==> src/rtl/amns_pkg.sv <==
// Shared types and default sizing for the AMNS modular-multiplication sequencer.
package amns_pkg;

    localparam int unsigned WORD_WIDTH_DEF = 17;
    localparam int unsigned N_DEF          = 5;
    localparam int unsigned S_DEF          = 4;
    localparam int unsigned I_W_DEF        = $clog2(N_DEF);
    localparam int unsigned W_W_DEF        = $clog2(S_DEF);

    typedef enum logic [2:0] {
        ST_IDLE,
        ST_LOAD,
        ST_MULT,
        ST_RED,
        ST_LATCH,
        ST_STORE,
        ST_DONE
    } state_e;

    // Counter width that stays at least one bit for degenerate sizes.
    function automatic int unsigned cnt_w(input int unsigned n);
        return (n > 1) ? $clog2(n) : 1;
    endfunction

endpackage

==> src/rtl/amns_loop_counter.sv <==
// Nested coefficient (i) / word (w) counter; exposes its next value so the
// owner can register outputs that line up with the counter itself.
module amns_loop_counter
    import amns_pkg::*;
#(
    parameter int unsigned N  = N_DEF,
    parameter int unsigned S  = S_DEF,
    parameter int unsigned IW = cnt_w(N),
    parameter int unsigned WW = cnt_w(S)
) (
    input  logic          clock_i,
    input  logic          reset_i,
    input  logic          clr_i,
    input  logic          en_i,
    output logic [IW-1:0] i_next_c_o,
    output logic [WW-1:0] w_next_c_o,
    output logic          w_last_c_o,
    output logic          last_c_o
);

    logic [IW-1:0] i_q, i_d;
    logic [WW-1:0] w_q, w_d;

    assign w_last_c_o = (w_q == WW'(S - 1));
    assign last_c_o   = w_last_c_o && (i_q == IW'(N - 1));
    assign i_next_c_o = i_d;
    assign w_next_c_o = w_d;

    // Clear wins over enable so a phase hand-off restarts at (0,0).
    always_comb begin
        i_d = i_q;
        w_d = w_q;
        if (clr_i) begin
            i_d = '0;
            w_d = '0;
        end else if (en_i) begin
            if (w_last_c_o) begin
                w_d = '0;
                i_d = (i_q == IW'(N - 1)) ? '0 : i_q + IW'(1);
            end else begin
                w_d = w_q + WW'(1);
            end
        end
    end

    always_ff @(posedge clock_i) begin
        if (reset_i) begin
            i_q <= '0;
            w_q <= '0;
        end else begin
            i_q <= i_d;
            w_q <= w_d;
        end
    end

endmodule

==> src/rtl/amns_mm_sequencer.sv <==
// Control sequencer for one AMNS Montgomery multiplication: load, multiply,
// reduce, latch, store. Every output is registered from next-state values.
module amns_mm_sequencer
    import amns_pkg::*;
#(
    parameter int unsigned WORD_WIDTH = WORD_WIDTH_DEF,
    parameter int unsigned N          = N_DEF,
    parameter int unsigned S          = S_DEF
) (
    input  logic         clock_i,
    input  logic         reset_i,
    input  logic         start_i,
    input  logic         load_done_i,
    input  logic         store_done_i,
    output logic         load_start_o,
    output logic         store_start_o,
    output logic         A_reg_rot_o,
    output logic         B_reg_shift_o,
    output logic         M_reg_rot_o,
    output logic         M_p_0_reg_rot_o,
    output logic         RES_reg_en_o,
    output logic         acc_clear_o,
    output logic [N-1:0] lambda_mask_o,
    output logic         busy_o,
    output logic         done_o
);

    localparam int unsigned IW = cnt_w(N);
    localparam int unsigned WW = cnt_w(S);

    if ((WORD_WIDTH < 2) || ((N == N_DEF) && (IW != I_W_DEF)) ||
        ((S == S_DEF) && (WW != W_W_DEF))) begin : g_param_chk
        $error("amns_mm_sequencer: inconsistent sizing parameters");
    end

    state_e        state_q, state_d;
    logic          cnt_clr, cnt_en, w_last, last;
    logic [IW-1:0] i_next;
    logic [WW-1:0] w_next;
    logic          w_next_last;

    logic          load_start_d, store_start_d, a_rot_d, b_shift_d;
    logic          m_rot_d, mp0_rot_d, res_en_d, acc_clear_d, busy_d, done_d;
    logic [N-1:0]  lambda_d;

    amns_loop_counter #(.N(N), .S(S), .IW(IW), .WW(WW)) u_cnt (
        .clock_i    (clock_i),
        .reset_i    (reset_i),
        .clr_i      (cnt_clr),
        .en_i       (cnt_en),
        .i_next_c_o (i_next),
        .w_next_c_o (w_next),
        .w_last_c_o (w_last),
        .last_c_o   (last)
    );

    assign w_next_last = (w_next == WW'(S - 1));

    always_comb begin
        state_d       = state_q;
        cnt_clr       = 1'b0;
        cnt_en        = 1'b0;
        load_start_d  = 1'b0;
        store_start_d = 1'b0;
        a_rot_d       = 1'b0;
        b_shift_d     = 1'b0;
        m_rot_d       = 1'b0;
        mp0_rot_d     = 1'b0;
        res_en_d      = 1'b0;
        acc_clear_d   = 1'b0;
        busy_d        = 1'b0;
        done_d        = 1'b0;
        lambda_d      = '0;

        unique case (state_q)
            ST_IDLE:  if (start_i) state_d = ST_LOAD;
            ST_LOAD:  if (load_done_i) begin
                          state_d = ST_MULT;
                          cnt_clr = 1'b1;
                      end
            ST_MULT:  begin
                          cnt_en = 1'b1;
                          if (last) begin
                              state_d = ST_RED;
                              cnt_clr = 1'b1;
                          end
                      end
            ST_RED:   begin
                          cnt_en = 1'b1;
                          if (last) state_d = ST_LATCH;
                      end
            ST_LATCH: state_d = ST_STORE;
            ST_STORE: if (store_done_i) state_d = ST_DONE;
            ST_DONE:  state_d = ST_IDLE;
            default:  state_d = ST_IDLE;
        endcase

        // Outputs describe the cycle about to begin, hence keyed on state_d.
        load_start_d  = (state_q == ST_IDLE) && (state_d == ST_LOAD);
        acc_clear_d   = load_start_d;
        store_start_d = (state_q == ST_LATCH);
        busy_d        = (state_d != ST_IDLE);
        res_en_d      = (state_d == ST_LATCH);
        done_d        = (state_d == ST_DONE);
        if (state_d == ST_MULT) begin
            a_rot_d   = w_next_last;
            b_shift_d = !w_next_last;
            for (int unsigned k = 0; k < N; k++) begin
                lambda_d[k] = (32'(i_next) > k);
            end
        end
        if (state_d == ST_RED) begin
            m_rot_d   = 1'b1;
            mp0_rot_d = w_next_last;
        end
    end

    always_ff @(posedge clock_i) begin
        if (reset_i) begin
            state_q         <= ST_IDLE;
            load_start_o    <= 1'b0;
            store_start_o   <= 1'b0;
            A_reg_rot_o     <= 1'b0;
            B_reg_shift_o   <= 1'b0;
            M_reg_rot_o     <= 1'b0;
            M_p_0_reg_rot_o <= 1'b0;
            RES_reg_en_o    <= 1'b0;
            acc_clear_o     <= 1'b0;
            lambda_mask_o   <= '0;
            busy_o          <= 1'b0;
            done_o          <= 1'b0;
        end else begin
            state_q         <= state_d;
            load_start_o    <= load_start_d;
            store_start_o   <= store_start_d;
            A_reg_rot_o     <= a_rot_d;
            B_reg_shift_o   <= b_shift_d;
            M_reg_rot_o     <= m_rot_d;
            M_p_0_reg_rot_o <= mp0_rot_d;
            RES_reg_en_o    <= res_en_d;
            acc_clear_o     <= acc_clear_d;
            lambda_mask_o   <= lambda_d;
            busy_o          <= busy_d;
            done_o          <= done_d;
        end
    end

    logic unused_w_last;
    assign unused_w_last = w_last;

endmodule

==> config.mk <==
export PLATFORM = sky130hd
export DESIGN_NAME = amns_mm_sequencer
export DESIGN_NICKNAME = d
export VERILOG_FILES = /design/src/rtl/amns_pkg.sv /design/src/rtl/amns_loop_counter.sv /design/src/rtl/amns_mm_sequencer.sv
export SDC_FILE = /design/constraint.sdc
export NUM_CORES = 1
export LEC_CHECK = 0
export BUFFER_PORTS_ARGS = -buffer_cell sky130_fd_sc_hd__buf_2
export CORE_UTILIZATION = 55
export DETAILED_ROUTE_END_ITERATION = 10
export PLACE_DENSITY = 0.9
export SLEW_MARGIN = 20
export SYNTH_ARGS = -nofsm -noshare
export SYNTH_HDL_FRONTEND = slang
export SYNTH_SLANG_ARGS = --single-unit
==> constraint.sdc <==
create_clock -name clock_i -period 5.3 [get_ports clock_i]
set_input_delay 1.06 -clock clock_i [delete_from_list [all_inputs] [get_ports clock_i]]
set_output_delay 1.06 -clock clock_i [all_outputs]
set_load 0.02 [all_outputs]
==> flow_summary_export.csv <==
group,metric,value,unit
clock_network,cts-htree-levels,1,
timing,setup_viol,0,
clock_network,holdBufCountCts,0,
place,place_hpwl,1.275,mm
drt,via_count,751,
drt,wl_per_cell,12.83,µm
critical_path,cp_slowest_cell,"or4b_4",
critical_path,timing.critical_path.from_type,"input pin",
finish,regArea,440.4,µm²
timing,relSlewSlack,71.13,%
finish,fin_nets,125,
logic_synthesis,synth-compound-area-share,17.59,%
clock_network,clkSlewWorstSetupHoldPaths,0.11,ns
global_routing,grt_max_degree,14,
global_routing,grt_pass1_wl,2.677,mm
timing,min_period,2.250,ns
logic_synthesis,synthArstFlopShare,0,%
drt,routed_via_density,5.689,
timing,tns,0,ns
logic_synthesis,ys_ff_latch,22,
finish,final_cell_mix,"dfxtp_1, buf_2, nor2_1",
floorplan,dieArea,1890,µm²
logic_synthesis,synth-simple-area-share,22.62,%
timing,worstMarginPinSlew,0.4331,ns
clock_network,root_buffer,"clkbuf_4",
global_routing,first_global_vias,624,
finish,layout_commonest_cell,"dfxtp_1",
clock_network,cts_tree,"done",
finish,final_util,68.94,%
logic_synthesis,synthAdderAreaFrac,3.968,%
drt,wirelength,1.694,mm
logic_synthesis,ys.flop_type,"dfxtp_1",
timing,max_freq,0.4445,GHz
logic_synthesis,syn_avg_cell_area,9.459,µm²
clock_network,cts_buffers,3,
timing,finalHoldViolations,0,
clock_network,clock_path_buffers,2,
finish,n_antenna_cell,0,
place,place_congestion,0.7984,
critical_path,worst-path-max-fanout,7,
logic_synthesis,synth_top_family_by_area,"simple AND/OR/NAND/NOR gates",
flow_run,max-cap-violations,0,
floorplan,ios,20,
finish,area_growth,13.62,%
clock_network,postCtsSetupBuffers,0,
global_routing,antenna_found_initial,0,
finish,fin_cells,132,
critical_path,endpoint_kind,"flip-flop",
timing,worst_slack,3.050,ns
power_and_ir_drop,power.total,0.3294,mW
place,placedCellCount,128,
critical_path,crit_required,5.53,ns
timing,rsz0062_at_grt,"false",
power_and_ir_drop,power_leakage,0.4736,nW
logic_synthesis,netlist_instances,100,
floorplan,die_w,43.47,µm
logic_synthesis,synth.distinct_cells,34,
logic_synthesis,synth_xor_area_share,0,%
logic_synthesis,synth_warnings,0,
clock_network,cts_sinks,22,
clock_network,clock_latency,0.31,ns
drt,drt-pass1-iter-count,7,
floorplan,coreArea,1559,µm²
floorplan,row_count,14,
global_routing,groute.usage.overall,20.00,%
finish,n_fill_cell,130,
clock_network,cts_resized,0,
place,pre_cts_slack,2.739,ns
power_and_ir_drop,ir_worst_vdd,0.3330,mV
finish,multiInputGateArea,447.9,µm²
drt,antenna_left,0,
place,numPortBuffers,19,
global_routing,overflow,0,
drt,drc,3,
critical_path,cp.arrival,2.48,ns
outcome,violations,"DRC",
timing,period_share,42.45,%
outcome,outcome,"finished, violations left",
drt,dr.first_iter.drc_count,19,
floorplan,die_y,43.47,µm
floorplan,initial_core_util,60.67,%
logic_synthesis,syn_area,945.9,µm²
timing,drv_slew,0,
critical_path,crit_type,"input pin to flip-flop",
hold_path,hold_class,"flip-flop to flip-flop",
logic_synthesis,syn_nets,108,
logic_synthesis,muxShareOfSynthArea,3.175,%
finish,layout-drive-gt1-share,25.86,%
logic_synthesis,synth_edf_count,0,
critical_path,crit_chain,"buf_2 > mux2i_1 > or4b_4 > a221oi_2 > nand2_2 > a311oi_2",
power_and_ir_drop,powerDensity,306.5,nW/µm²
logic_synthesis,synth_seq_area_share,46.56,%
critical_path,max_stage_delay,0.53,ns
timing,fin_worst_skew,0.002009,ns
report_power, final:
group / leakage (nW) / total [mW] / internal, mW / switching, mW
clock: 0.0279 / 0.126 / 0.0765 / 0.0492
combinational: 0.268 / 0.0298 / 0.0115 / 0.0183
sequential: 0.178 / 0.174 / 0.169 / 0.00451
total: 0.474 / 0.329 / 0.257 / 0.0721
registers in the layout, summed over array words and instances, names as in the netlist:
name,count
lambda_mask_o,5
state_q,3
u_cnt.i_q,3
u_cnt.w_q,2
A_reg_rot_o,1
B_reg_shift_o,1
M_p_0_reg_rot_o,1
M_reg_rot_o,1
RES_reg_en_o,1
acc_clear_o,1
busy_o,1
done_o,1
store_start_o,1
cells by family (layout without fill, tap and decap cells):
kind of cell | Yosys count | in the layout
flops | 22 | 22
compound gates | 22 | 22
mux | 3 | 3
fa+ha+maj | 3 | 3
simple gates | 38 | 38
buf+inv | 12 | 28
metal layers:
layer	wire (µm)	track usage (%)	vias up	share of wire (%)
met2	829	33.64	26	49
li1	-	-	385	-
met1	744	22.37	335	44
met5	0	0	-	0
met4	27	9.375	0	1.6
met3	92	7.500	5	5.4
layout make-up:
class	count	area share, %
clock buffers	3	2.095
clock inverters	1	2.794
inverters	5	1.746
multi-input cells	66	41.68
flip-flops and latches	22	40.98
well taps	16	1.863
repair buffers	19	8.848
synthesized netlist by cell type (2+ instances only):
cell | number | area [µm²]
dfxtp_1 | 22 | 440.4
ha_1 | 3 | 37.54
a31oi_1 | 2 | 12.51
clkbuf_1 | 4 | 15.01
and2b_1 | 2 | 15.01
a21oi_1 | 6 | 30.03
nor3_1 | 8 | 40.04
and3_1 | 2 | 12.51
o21a_1 | 2 | 15.01
mux2i_1 | 3 | 30.03
nor2_1 | 12 | 45.04
or3_1 | 2 | 12.51
a21o_1 | 3 | 22.52
or3b_2 | 2 | 17.52
nand2b_1 | 4 | 25.02
inv_1 | 5 | 18.77
per-stage QoR:
step	hold WS (ns)	area, µm²
after floorplan	0.5104	945.9
after global placement	0.5344	1022
after detailed placement	0.5429	1022
after CTS	0.5630	1075
after global routing	0.5766	1075
final	0.5628	1075
path summary, 6_finish.rpt:
path                      startpoint                           to  slack (ns)  cells after the start
max                      load_done_i  lambda_mask_o[1]$_SDFF_PP0_        3.05                      6
min          u_cnt.w_q[0]$_SDFF_PP0_      u_cnt.w_q[0]$_SDFF_PP0_        0.56                      2
max reg2reg  u_cnt.i_q[0]$_SDFF_PP0_   M_p_0_reg_rot_o$_SDFF_PP0_        3.33                      6
min reg2reg  u_cnt.w_q[0]$_SDFF_PP0_      u_cnt.w_q[0]$_SDFF_PP0_        0.56                      2
critical path, delay by kind of cell:
family | cells | cell delay (ns)
compound gates | 2 | 0.54
buf+inv | 1 | 0.12
mux | 1 | 0.09
simple gates | 2 | 0.67
Power figures use the tool's default switching activity.
